==> config.mk <==
export PLATFORM = sky130hd
export DESIGN_NAME = axi4_m_wburst
export DESIGN_NICKNAME = d
export VERILOG_FILES = /design/src/rtl/axi4_m_wburst.sv
export SDC_FILE = /design/constraint.sdc
export NUM_CORES = 1
export LEC_CHECK = 0
export ABC_AREA = 1
export CORE_AREA = 3 3 269 271
export DETAILED_ROUTE_END_ITERATION = 8
export DIE_AREA = 0 0 272 274
export PLACE_DENSITY = 0.49
export SKIP_CTS_REPAIR_TIMING = 1
export SKIP_LAST_GASP = 1
export SYNTH_ARGS = -nofsm -noshare
export SYNTH_HDL_FRONTEND = slang
export SYNTH_SLANG_ARGS = --single-unit
==> constraint.sdc <==
create_clock -name i_clk -period 17.3 [get_ports i_clk]
set_input_delay 4.325 -clock i_clk [delete_from_list [all_inputs] [get_ports i_clk]]
set_output_delay 4.325 -clock i_clk [all_outputs]
set_load 0.05 [all_outputs]
==> src/rtl/axi4_m_wburst.sv <==
// axi4_m_wburst
// AXI4 write master for the QEMU PCIe bridge. Accepts burst commands and a
// separate beat stream, issues INCR bursts of up to 256 beats on independent
// AW and W channels with up to MAX_OUTS writes outstanding, and returns each
// B response on a registered response port.
//
// Ports
//   i_clk, i_rst              clock, asynchronous active-high reset
//   req_addr/len/size         burst command (start address, beats-1, size)
//   req_valid/req_ready       command handshake
//   dat_data/strb             write beat payload
//   dat_valid/dat_ready       beat handshake
//   rsp_valid/resp/ready      registered BRESP of each completed burst
//   err_4k                    one-cycle flag: accepted burst crosses 4KB
//   o_m_aw*/i_m_awready       AXI4 AW channel
//   o_m_w*/i_m_wready         AXI4 W channel (no WID)
//   i_m_b*/o_m_bready         AXI4 B channel (BID ignored)
module axi4_m_wburst #(
    parameter int unsigned TAGW     = 3,
    parameter int unsigned ADRW     = 32,
    parameter int unsigned DATW     = 256,
    parameter int unsigned STBW     = DATW / 8,
    parameter int unsigned MAX_OUTS = 4,
    parameter int unsigned AWID     = 0
) (
    input  logic            i_clk,
    input  logic            i_rst,

    input  logic [ADRW-1:0] req_addr,
    input  logic [7:0]      req_len,
    input  logic [2:0]      req_size,
    input  logic            req_valid,
    output logic            req_ready,

    input  logic [DATW-1:0] dat_data,
    input  logic [STBW-1:0] dat_strb,
    input  logic            dat_valid,
    output logic            dat_ready,

    output logic            rsp_valid,
    output logic [1:0]      rsp_resp,
    input  logic            rsp_ready,

    output logic            err_4k,

    output logic [TAGW-1:0] o_m_awid,
    output logic [ADRW-1:0] o_m_awaddr,
    output logic [7:0]      o_m_awlen,
    output logic [2:0]      o_m_awsize,
    output logic [1:0]      o_m_awburst,
    output logic            o_m_awlock,
    output logic [3:0]      o_m_awcache,
    output logic [2:0]      o_m_awprot,
    output logic [3:0]      o_m_awregion,
    output logic            o_m_awvalid,
    input  logic            i_m_awready,

    output logic [DATW-1:0] o_m_wdata,
    output logic [STBW-1:0] o_m_wstrb,
    output logic            o_m_wlast,
    output logic            o_m_wvalid,
    input  logic            i_m_wready,

    input  logic [TAGW-1:0] i_m_bid,
    input  logic [1:0]      i_m_bresp,
    input  logic            i_m_bvalid,
    output logic            o_m_bready
);

    localparam logic [2:0]  SZ_MAX = 3'($clog2(STBW));
    localparam int unsigned OCW    = $clog2(MAX_OUTS + 1);
    localparam int unsigned PW     = (MAX_OUTS > 1) ? $clog2(MAX_OUTS) : 1;

    typedef enum logic {
        W_IDLE,
        W_BURST
    } w_state_t;

    w_state_t         w_state;
    w_state_t         w_state_nxt;

    logic             accept;
    logic             b_hs;
    logic [2:0]       req_size_c;
    logic [16:0]      span_end;

    logic             r_awvalid;
    logic [ADRW-1:0]  r_awaddr;
    logic [7:0]       r_awlen;
    logic [2:0]       r_awsize;
    logic             r_err_4k;

    logic [OCW-1:0]   outs_cnt;

    logic [7:0]       lq_mem [MAX_OUTS];
    logic [PW-1:0]    lq_wp;
    logic [PW-1:0]    lq_rp;
    logic [OCW-1:0]   lq_cnt;
    logic             lq_pop;

    logic [7:0]       cur_len;
    logic [7:0]       beat_cnt;
    logic             w_load;

    logic [DATW-1:0]  r_wdata;
    logic [STBW-1:0]  r_wstrb;
    logic             r_wvalid;
    logic             r_wlast;

    logic             r_rsp_valid;
    logic [1:0]       r_rsp_resp;

    logic             unused_bid;

    function automatic logic [PW-1:0] ptr_inc(input logic [PW-1:0] p);
        if (p == PW'(MAX_OUTS - 1)) begin
            return '0;
        end
        return p + PW'(1);
    endfunction

    // ------------------------------------------------------------------
    // Command side
    // ------------------------------------------------------------------
    assign req_ready = ~r_awvalid & (outs_cnt < OCW'(MAX_OUTS));
    assign accept    = req_valid & req_ready;
    assign b_hs      = i_m_bvalid & o_m_bready;

    always_comb begin
        req_size_c = (req_size > SZ_MAX) ? SZ_MAX : req_size;
        // End offset of the burst within its 4KB page, using the size that
        // is actually issued on AW.
        span_end   = 17'(req_addr[11:0]) + ((17'(req_len) + 17'd1) << req_size_c);
    end

    always_ff @(posedge i_clk or posedge i_rst) begin
        if (i_rst) begin
            r_awvalid <= 1'b0;
            r_awaddr  <= '0;
            r_awlen   <= '0;
            r_awsize  <= '0;
            r_err_4k  <= 1'b0;
        end else begin
            r_err_4k <= accept & (span_end > 17'd4096);
            if (accept) begin
                r_awvalid <= 1'b1;
                r_awaddr  <= req_addr;
                r_awlen   <= req_len;
                r_awsize  <= req_size_c;
            end else if (i_m_awready) begin
                r_awvalid <= 1'b0;
            end
        end
    end

    always_ff @(posedge i_clk or posedge i_rst) begin
        if (i_rst) begin
            outs_cnt <= '0;
        end else begin
            case ({accept, b_hs})
                2'b10:   outs_cnt <= outs_cnt + OCW'(1);
                2'b01:   outs_cnt <= outs_cnt - OCW'(1);
                default: outs_cnt <= outs_cnt;
            endcase
        end
    end

    // ------------------------------------------------------------------
    // Burst length queue: one entry per accepted command. Its occupancy
    // never exceeds outs_cnt, so it cannot overflow.
    // ------------------------------------------------------------------
    always_ff @(posedge i_clk or posedge i_rst) begin
        if (i_rst) begin
            for (int unsigned i = 0; i < MAX_OUTS; i++) begin
                lq_mem[i] <= '0;
            end
            lq_wp  <= '0;
            lq_rp  <= '0;
            lq_cnt <= '0;
        end else begin
            if (accept) begin
                lq_mem[lq_wp] <= req_len;
                lq_wp         <= ptr_inc(lq_wp);
            end
            if (lq_pop) begin
                lq_rp <= ptr_inc(lq_rp);
            end
            case ({accept, lq_pop})
                2'b10:   lq_cnt <= lq_cnt + OCW'(1);
                2'b01:   lq_cnt <= lq_cnt - OCW'(1);
                default: lq_cnt <= lq_cnt;
            endcase
        end
    end

    // ------------------------------------------------------------------
    // W channel FSM
    // ------------------------------------------------------------------
    always_ff @(posedge i_clk or posedge i_rst) begin
        if (i_rst) begin
            w_state <= W_IDLE;
        end else begin
            w_state <= w_state_nxt;
        end
    end

    always_comb begin
        w_state_nxt = w_state;
        lq_pop      = 1'b0;
        dat_ready   = 1'b0;
        w_load      = 1'b0;
        case (w_state)
            W_IDLE: begin
                if (lq_cnt != '0) begin
                    lq_pop      = 1'b1;
                    w_state_nxt = W_BURST;
                end
            end
            W_BURST: begin
                // The single output register can take a beat when it is
                // empty or being drained this cycle.
                dat_ready = ~r_wvalid | i_m_wready;
                w_load    = dat_valid & dat_ready;
                if (w_load && (beat_cnt == cur_len)) begin
                    w_state_nxt = W_IDLE;
                end
            end
            default: begin
                w_state_nxt = W_IDLE;
            end
        endcase
    end

    always_ff @(posedge i_clk or posedge i_rst) begin
        if (i_rst) begin
            cur_len  <= '0;
            beat_cnt <= '0;
        end else if (lq_pop) begin
            cur_len  <= lq_mem[lq_rp];
            beat_cnt <= '0;
        end else if (w_load) begin
            beat_cnt <= beat_cnt + 8'd1;
        end
    end

    always_ff @(posedge i_clk or posedge i_rst) begin
        if (i_rst) begin
            r_wdata  <= '0;
            r_wstrb  <= '0;
            r_wvalid <= 1'b0;
            r_wlast  <= 1'b0;
        end else if (w_load) begin
            r_wdata  <= dat_data;
            r_wstrb  <= dat_strb;
            r_wvalid <= 1'b1;
            r_wlast  <= (beat_cnt == cur_len);
        end else if (i_m_wready) begin
            r_wvalid <= 1'b0;
            r_wlast  <= 1'b0;
        end
    end

    // ------------------------------------------------------------------
    // B channel / response port
    // ------------------------------------------------------------------
    assign o_m_bready = ~r_rsp_valid | rsp_ready;

    always_ff @(posedge i_clk or posedge i_rst) begin
        if (i_rst) begin
            r_rsp_valid <= 1'b0;
            r_rsp_resp  <= '0;
        end else if (b_hs) begin
            r_rsp_valid <= 1'b1;
            r_rsp_resp  <= i_m_bresp;
        end else if (rsp_ready) begin
            r_rsp_valid <= 1'b0;
        end
    end

    assign unused_bid = ^i_m_bid;

    // ------------------------------------------------------------------
    // Outputs
    // ------------------------------------------------------------------
    assign o_m_awid     = TAGW'(AWID);
    assign o_m_awaddr   = r_awaddr;
    assign o_m_awlen    = r_awlen;
    assign o_m_awsize   = r_awsize;
    assign o_m_awburst  = 2'b01;
    assign o_m_awlock   = 1'b0;
    assign o_m_awcache  = 4'b0011;
    assign o_m_awprot   = 3'b000;
    assign o_m_awregion = 4'b0000;
    assign o_m_awvalid  = r_awvalid;

    assign o_m_wdata    = r_wdata;
    assign o_m_wstrb    = r_wstrb;
    assign o_m_wlast    = r_wlast;
    assign o_m_wvalid   = r_wvalid;

    assign rsp_valid    = r_rsp_valid;
    assign rsp_resp     = r_rsp_resp;
    assign err_4k       = r_err_4k;

endmodule

==> impl_metrics.py, run 1 <==
metrics = {
    "status": {
        "status": "complete, no violations",
    },
    "yosys": {
        "synthAdderAreaFrac": 0.0201,
        "syn_avg_cell_area_um2": 8.40,
        "synth_top_family_by_area": "simple AND/OR/NAND/NOR gates",
        "synth_cell_types": 36,
        "ys_seq_elements": 397,
        "ys_seq_area_frac": 0.595,
        "yosys_warnings": 0,
        "synthSimpleGateAreaFrac": 0.288,
        "synth_area_mm2": 0.0167,
        "muxShareOfSynthArea": 0,
        "synth-compound-area-share": 0.0399,
        "synth_xor_area_frac": 0.00787,
        "synth_cells": 1988,
    },
    "detailed_routing": {
        "postRouteAntennaNets": 0,
        "vias": 15200,
        "first_iter_violations": 897,
        "vias_per_cell": 4.20,
        "routed_wl_um": 66500,
        "drt_pre_antenna_iters": 5,
        "avgRoutedWirePerCell_um": 18.3,
        "drc_errors": 0,
    },
    "die": {
        "fp.dieW_um": 272,
        "initial_utilization": 0.238,
        "rows": 97,
        "dieArea_mm2": 0.0745,
        "die_y_um": 274,
        "core_mm2": 0.0700,
        "design.portCount": 702,
    },
    "clocking": {
        "cts_sinks": 397,
        "root_buffer": "clkbuf_16",
        "cts.path.max_buffers": 3,
        "insertion_delay_ns": 0.58,
        "clk_pin_slew_ns": 0.06,
        "cts_inserted_buffers": 48,
        "cts_tree": "done",
        "htree_levels": 2,
    },
    "timing": {
        "fin_crit_ns": 10.22,
        "setup_viol": 0,
        "period_share": 0.591,
        "grt_setup_unrepaired": "false",
        "layout_setup_ws_ns": 7.08,
        "final_max_slew_viol_count": 0,
        "relSlewSlack": 0.307,
        "worst_pin_slew_ns": 1.04,
        "clock.fmax_ghz": 0.0978,
        "tns_ns": 0,
        "finalHoldViolations": 0,
        "clock_skew_ns": 0.0215,
    },
    "pwr": {
        "power_density_mw_per_mm2": 155,
        "p_comb_frac": 0.420,
        "p_seq_frac": 0.328,
        "clock_power_share": 0.251,
        "switching_share": 0.423,
        "internal_power_mw": 2.33,
        "power.leakage_nw": 12.6,
        "p_sw_mw": 1.70,
        "ir_worst_vdd_mv": 0.107,
    },
    "grt": {
        "grt_max_degree": 153,
        "grt_pass1_wl_um": 99200,
        "overflow": 0,
        "grt_pass1_vias": 15400,
        "grt_util_met2": 0.298,
        "track_usage": 0.172,
        "gr-usage-met1": 0.200,
        "antenna_found_initial": 9,
        "busiest_layer": "met2",
        "grt_use_met3": 0.0610,
    },
    "setup_path": {
        "crit_top_cell": "clkdlybuf4s50_1",
        "critPathBufInv": 3,
        "r2r_cells": 9,
        "r2r_start": "w_state$_DFF_PP0_",
        "path_cells": "clkdlybuf4s50_1 -> inv_2 -> a21oi_4 -> clkdlybuf4s50_1",
        "critPathLaunch": "i_m_wready",
        "timing.rr.end": "o_m_wdata[102]$_DFFE_PP0P_",
        "reg2reg_slack_ns": 13.27,
        "slowest_stage": "clkdlybuf4s50_1",
        "cp_slowest_stage_delay_ns": 0.85,
        "path_delay_family": "buffers and inverters",
        "arrival_ns": 5.90,
        "end_kind": "output port",
        "path_max_fanout": 3,
        "worst-endpoint-required_ns": 12.98,
        "startpoint_type": "input port",
        "criticalPathCategory": "in2out",
    },
    "min_path": {
        "hp-class": "reg2reg",
        "hold_path_end": "o_m_wdata[211]$_DFFE_PP0P_",
        "worstHoldPathCells": 2,
        "holdCritStartpoint": "o_m_wdata[211]$_DFFE_PP0P_",
    },
    "run": {
        "cap_violations": 0,
    },
    "finish": {
        "layout_commonest_cell": "nand2_1",
        "fillers": 7132,
        "fin_nets": 3011,
        "layout-drive-gt1-share": 0.0418,
        "mostFrequentLayoutCells": "1120 x nand2_1, 681 x clkdlybuf4s50_1, 397 x dfrtp_1",
        "syn_to_final_growth_pct": 55.4,
    },
    "place": {
        "dpl.hpwl_um": 49800,
        "portBuffers": 681,
        "place_ws_ns": 7.07,
        "routabilityCongestion": 0.862,
    },
}
==> registers in the layout, indices dropped and copies added (netlist names) <==
signal       flops
cur_len          8
o_m_awsize       3
err_4k           1
rsp_valid        1
lq_rp            2
o_m_wlast        1
lq_wp            2
w_state          1
o_m_wstrb       32
o_m_wdata      256
o_m_wvalid       1
outs_cnt         3
o_m_awlen        8
rsp_resp         2
o_m_awvalid      1
lq_mem          32
o_m_awaddr      32
beat_cnt         8
lq_cnt           3
==> cells in the mapped netlist <==
| library cell | n | area share |
|---|---|---|
| nand2_1 | 1121 | 0.25 |
| dfrtp_1 | 397 | 0.59 |
| o21ai_0 | 84 | 0.025 |
| nor2_1 | 78 | 0.018 |
| inv_1 | 65 | 0.015 |
| clkbuf_1 | 52 | 0.012 |
| nand3_1 | 32 | 0.0096 |
| buf_4 | 28 | 0.013 |
| ha_1 | 22 | 0.016 |
| buf_2 | 20 | 0.0060 |
| a21oi_1 | 14 | 0.0042 |
| a31oi_1 | 11 | 0.0041 |
| xnor2_1 | 10 | 0.0052 |
| inv_2 | 6 | 0.0013 |
| nand4_1 | 5 | 0.0019 |
| xor2_1 | 5 | 0.0026 |
| buf_6 | 4 | 0.0027 |
| nand2_2 | 4 | 0.0015 |
| o21ai_1 | 4 | 0.0012 |
| fa_1 | 3 | 0.0036 |
| o22ai_1 | 3 | 0.0011 |
| a21oi_2 | 2 | 0.0010 |
| conb_1 | 2 | 0.00045 |
| nand3_2 | 2 | 0.0012 |
| nor3_2 | 2 | 0.0012 |
| o221ai_1 | 2 | 0.0010 |
| a21oi_4 | 1 | 0.00097 |
| and3_1 | 1 | 0.00037 |
| clkinv_1 | 1 | 0.00022 |
| nand2_4 | 1 | 0.00067 |
| nor2_4 | 1 | 0.00067 |
| nor3_1 | 1 | 0.00030 |
| o21a_1 | 1 | 0.00045 |
| o21ai_2 | 1 | 0.00052 |
| or2_2 | 1 | 0.00037 |
| or4_1 | 1 | 0.00045 |
==> worst max path at each step <==
stage / end / slack [ns] / depth (start not counted)
3_3_place_gp: dat_ready / 7.06 / 4
5_1_grt: dat_ready / 7.04 / 4
2_1_floorplan: beat_cnt[0]$_DFFE_PP0P_ / 1.94 / 1
4_1_cts: dat_ready / 7.06 / 4
6_report: dat_ready / 7.08 / 4
3_5_place_dp: dat_ready / 7.07 / 4
==> power groups by stage <==
stage	registers [mW]	logic, mW	clock network [mW]
floorplan	1.96	0.428	0
detailed placement	1.34	1.71	0
global placement	1.33	1.70	0
finish	1.32	1.69	1.01
CTS	1.33	1.72	1.05
global route	1.36	1.81	1.09
==> layout make-up <==
class | count | area [um^2] | area share
Tap cell | 940 | 1180 | 0.0453
Sequential cell | 397 | 9930 | 0.383
Multi-Input combinational cell | 1430 | 6010 | 0.232
Timing Repair Buffer | 693 | 6920 | 0.267
Clock inverter | 12 | 105 | 0.00405
Antenna cell | 3 | 7.51 | 0.000289
Inverter | 72 | 285 | 0.0110
Clock buffer | 78 | 1510 | 0.0581
==> through the flow <==
stage / hold slack [ns] / cells / total power [mW] / cell area [um^2] / util
after floorplan: 0.446 / 2003 / 2.39 / 16800 / -
after global placement: 0.461 / 3532 / 3.03 / 24300 / 0.347
after detailed placement: 0.464 / 3532 / 3.05 / 24300 / 0.347
after CTS: 0.480 / 3622 / 4.09 / 25900 / 0.370
after global routing: 0.486 / 3625 / 4.26 / 25900 / 0.371
final: 0.474 / 3625 / 4.03 / 25900 / 0.371
==> cell families (layout without fill, tap and decap cells) <==
family / after synthesis / in the layout
AOI/OAI and AO/OA: 123 / 123
xor gates and xnor gates: 15 / 15
adders and majority gates: 25 / 25
buffers and inverters: 176 / 855
DFF: 397 / 397
other: 2 / 20
and+or+nand+nor: 1250 / 1250
==> tightest hold or removal path, delay by kind of cell (launching register included) <==
family,cells,cell delay (ns)
DFF,1,0.34
and+or+nand+nor,2,0.10
==> layer usage <==
metal  vias to the layer above  share of wire
met3                       110          0.089
met5                         -        0.00069
met4                        10          0.029
met1                      7165           0.40
met2                       540           0.49
li1                       7391              -
No activity file was read; power rests on OpenSTA's default activity.
==> run 2: changes to the inputs <==
Settings changed: CORE_AREA 3 3 269 271 to 3 3 274 276, DIE_AREA 0 0 272 274 to 0 0 277 279.
Clock period 17.3 ns to 8.51 ns, I/O delays scaled along.
==> impl_metrics.py, run 2 (synthesis gave the netlist of run 1 again) <==
metrics = {
    "setup_path": {
        "criticalPathCategory": "in2out",
        "timing.rr.end": "outs_cnt[2]$_DFFE_PP0P_",
        "reg2reg_slack_ns": 5.84,
        "path_max_fanout": 3,
        "end_kind": "output port",
        "worst-endpoint-required_ns": 6.38,
        "r2r_start": "outs_cnt[2]$_DFFE_PP0P_",
        "r2r_cells": 9,
        "startpoint_type": "input port",
        "arrival_ns": 3.83,
    },
    "die": {
        "design.portCount": 702,
        "die_y_um": 279,
        "initial_utilization": 0.229,
        "core_mm2": 0.0728,
        "rows": 99,
        "dieArea_mm2": 0.0773,
        "fp.dieW_um": 277,
    },
    "timing": {
        "tns_ns": 0,
        "whs_ns": 0.471,
        "fin_crit_ns": 5.96,
        "worst_pin_slew_ns": 1.01,
        "period_share": 0.700,
        "final_max_slew_viol_count": 0,
        "clock.fmax_ghz": 0.168,
        "setup_viol": 0,
        "clock_skew_ns": 0.0182,
        "relSlewSlack": 0.326,
        "grt_setup_unrepaired": "false",
        "finalHoldViolations": 0,
    },
    "min_path": {
        "hp-class": "reg2reg",
        "hold_path_end": "o_m_wdata[157]$_DFFE_PP0P_",
        "holdCritStartpoint": "o_m_wdata[157]$_DFFE_PP0P_",
        "worstHoldPathCells": 2,
    },
    "clocking": {
        "insertion_delay_ns": 0.58,
        "cts_sinks": 397,
        "cts.path.max_buffers": 3,
        "clk_pin_slew_ns": 0.05,
        "htree_levels": 2,
        "cts_tree": "done",
        "root_buffer": "clkbuf_16",
        "cts_inserted_buffers": 49,
    },
    "detailed_routing": {
        "avgRoutedWirePerCell_um": 18.0,
        "vias": 15100,
        "first_iter_violations": 899,
        "postRouteAntennaNets": 0,
        "routed_wl_um": 65500,
        "vias_per_cell": 4.15,
        "drt_pre_antenna_iters": 5,
        "drc_errors": 0,
    },
    "place": {
        "portBuffers": 681,
        "dpl.hpwl_um": 49200,
        "routabilityCongestion": 0.859,
    },
    "pwr": {
        "finalPower_mw": 8.21,
        "clock_power_share": 0.254,
        "internal_power_mw": 4.73,
        "switching_share": 0.424,
        "power.leakage_nw": 12.6,
        "p_seq_frac": 0.329,
        "p_sw_mw": 3.48,
        "ir_worst_vdd_mv": 0.225,
        "power_density_mw_per_mm2": 316,
        "p_comb_frac": 0.418,
    },
    "finish": {
        "layout_commonest_cell": "nand2_1",
        "fillers": 7439,
        "largest_reg_flops": 256,
        "mostFrequentLayoutCells": "1120 x nand2_1, 681 x clkdlybuf4s50_1, 397 x dfrtp_1",
        "syn_to_final_growth_pct": 55.7,
        "multiInputGateArea_mm2": 0.00601,
        "regArea_mm2": 0.00993,
        "layout-drive-gt1-share": 0.0436,
        "fin_nets": 3012,
    },
    "grt": {
        "antenna_found_initial": 10,
        "grt_max_degree": 160,
        "busiest_layer": "met2",
        "overflow": 0,
        "grt_use_met3": 0.0520,
        "track_usage": 0.163,
        "gr-usage-met1": 0.196,
        "grt_pass1_vias": 15200,
        "grt_pass1_wl_um": 97900,
        "grt_util_met2": 0.288,
    },
    "status": {
        "status": "complete, no violations",
    },
    "run": {
        "cap_violations": 0,
    },
}
run 2: cell count changes in the layout (fill, tap and decap cells not counted), moves of 2 or more:
cell / previous run / this run
clkbuf_1: 13 / 8
clkinv_2: 7 / 11
inv_6: 1 / 5
buf_12: 1 / 3
buf_4: 11 / 9
clkbuf_8: 15 / 13
diode_2: 3 / 1
run 2: power groups by stage:
stage	Clock, mW	Combinational (mW)	Sequential [mW]
CTS	2.16	3.47	2.70
global route	2.24	3.66	2.76
finish	2.08	3.43	2.70
global placement	0	3.45	2.70
detailed placement	0	3.46	2.72
floorplan	0	0.870	3.99
run 2: worst max-delay path by stage:
stage	start	endpoint	slack (ns)	cells past startpoint
2_1_floorplan	i_rst	beat_cnt[0]$_DFFE_PP0P_	1.04	1
3_3_place_gp	i_m_wready	dat_ready	2.54	4
3_5_place_dp	i_m_wready	dat_ready	2.53	4
4_1_cts	i_m_wready	dat_ready	2.53	4
5_1_grt	i_m_wready	dat_ready	2.46	4
6_report	i_m_wready	dat_ready	2.55	4
run 2: through the flow:
stage	instances	setup slack, ns	cell area [um^2]	util
after floorplan	2003	1.04	16800	-
after global placement	3551	2.54	24400	0.335
after detailed placement	3551	2.53	24400	0.335
after CTS	3641	2.53	26000	0.357
after global routing	3642	2.46	26000	0.357
final	3642	2.55	26000	0.357
run 2: cell type report:
type | instances | share of cell area
Antenna cell | 1 | 0.0000963
Clock buffer | 70 | 0.0552
Clock inverter | 20 | 0.00722
Inverter | 72 | 0.0108
Multi-Input combinational cell | 1430 | 0.231
Sequential cell | 397 | 0.382
Tap cell | 959 | 0.0462
Timing Repair Buffer | 693 | 0.267
run 2: per-layer routing:
layer | routed length [um] | share of wire
met3 | 4990 | 0.076
met1 | 26600 | 0.41
met4 | 991 | 0.015
met5 | 82 | 0.0013
met2 | 32900 | 0.50
run 2: worst max-delay path, stage by stage:
cell	delay, ns
clkdlybuf4s50_1	0.48
inv_2	0.06
a21oi_4	0.20
clkdlybuf4s50_1	0.95
==> variant, RTL diff (settings of run 1) <==
Set the parameter `MAX_OUTS` to 8 (it was 4).
--- a/src/rtl/axi4_m_wburst.sv
+++ b/src/rtl/axi4_m_wburst.sv
@@ -20,7 +20,7 @@
     parameter int unsigned ADRW     = 32,
     parameter int unsigned DATW     = 256,
     parameter int unsigned STBW     = DATW / 8,
-    parameter int unsigned MAX_OUTS = 4,
+    parameter int unsigned MAX_OUTS = 8,
     parameter int unsigned AWID     = 0
 ) (
     input  logic            i_clk,
Function: no difference found for any inputs over 4 cycles, from zero or initial values and one cycle with i_rst high; that may be too few to reach the edited logic, so the function may still have changed.
==> variant against run 1 <==
Final cell count is 5.1% higher; sequential cell count up 36; highest routed layer unchanged; fmax is 2.5% lower; global-route usage increased by 0.86 points; wire length increased by 5.3%; count of clock-buffer cells in the layout up 4; power grew 0.97%; largest power group unchanged; via count is 8.5% higher; worst setup slack worse by 0.26 ns; critical path depth stayed put; critical path type unchanged; design area is 7.7% higher; non-clock buffer count did not move; area after synthesis is 10% higher.
==> variant: results (changes against run 1) <==
global routing met2 resource utilization=29.9% (+0.067 points); layout cells sized above 1=4.72% (+0.54 points); comb_multi_in=1552 (+8.5%); Routed WL per cell=18.4 um (+0.22%); vias per inst=4.33 (+3.2%); sequential share of the synthesized area=58.9% (-0.55 points); clock network fraction of total power=29.3% (+4.2 points); post-DP HPWL=51.1 mm (+2.6%); GRT met3 Usage=5.37% (-0.73 points); Post-Place Cells=3705 (+4.9%); ClkCell Share=6.79% (+0.57 points); Post-DP Area=26000 um2 (+7.0%); Seq area share=38.8% (+0.48 points); Layout Skew=0.0232 ns (+0.00169 ns); Final Non-Filler Cells=3810 (+5.1%); M1 wire length=29.3 mm (+11%); CLK BUF=82 (+5.1%); Reg-to-Reg Start=o_m_wvalid; largest net degree at the start of global routing=114 (-25%); non-clk buf share=24.7% (-2.0 points); status=finished, final reports clean; Overall Global Routing Usage=18.1% (+0.86 points); Psw=0.00159 W (-6.6%); Max IR drop VDD=0.0979 mV (-8.2%); Num CTS Buffers=54 (+13%); Commonest cells post-synth=1170 x nand2_1, 433 x dfrtp_1, 124 x o21ai_0; fraction of area in multi-input gates=24.2% (+1.1 points); first-pass GRT wire length=104 mm (+4.9%); FF-to-FF path depth=7 (-2); metal3 WL=5.30 mm (-10%); worst relative slew slack=18.8% (-12 points); reg2reg end=o_m_wdata[248]; slack of the worst reg-to-reg path=12.86 ns (-0.41 ns); Cells after Synth=2171 (+9.2%); Critical Path AT=6.16 ns (+0.26 ns); Leak Pwr=13.5 nW (+7.1%); violation count after the first detailed-route iteration=1242 (+38%); Hold EP=o_m_wdata[229]; antenna violations before repair=12 (+3); Crit path largest cell delay=0.93 ns (+0.08 ns); hold path startpoint=o_m_wdata[229]; vias in the first global route=16202 (+5.1%); # nets final=3193 (+6.0%); combinational share of power=36.3% (-5.7 points); global placement routability congestion=0.877 (+1.7%); post-synth cell types=52 (+44%); Non-clk invs=87 (+21%)
## variant: cell families (layout without fill, tap and decap cells)
group	count (synthesis)	after routing	share of synthesized area (%)
and+or+nand+nor	1299	1299	27.6
DFF	433	433	58.9
buffers and inverters	201	877	4.61
AOI/OAI and AO/OA	189	189	5.81
adders and majority gates	28	28	2.03
xor gates and xnor gates	19	19	0.946
other	2	25	0.0408
## variant: worst min-delay path, cell delays in order, from the launching register on
cell     delay, ns
dfrtp_1       0.34
nand2_1       0.05
nand2_1       0.05
## variant: metrics by stage
step / total power [W] / hold slack (ns) / util (%) / setup slack [ns]
2_1_floorplan: 0.00234 / 0.446 / - / 0.915
4_1_cts: 0.00413 / 0.480 / 39.9 / 6.81
6_report: 0.00407 / 0.475 / 39.9 / 6.81
3_5_place_dp: 0.00290 / 0.464 / 37.2 / 6.82
3_3_place_gp: 0.00288 / 0.460 / 37.2 / 6.83
5_1_grt: 0.00430 / 0.489 / 39.9 / 6.77
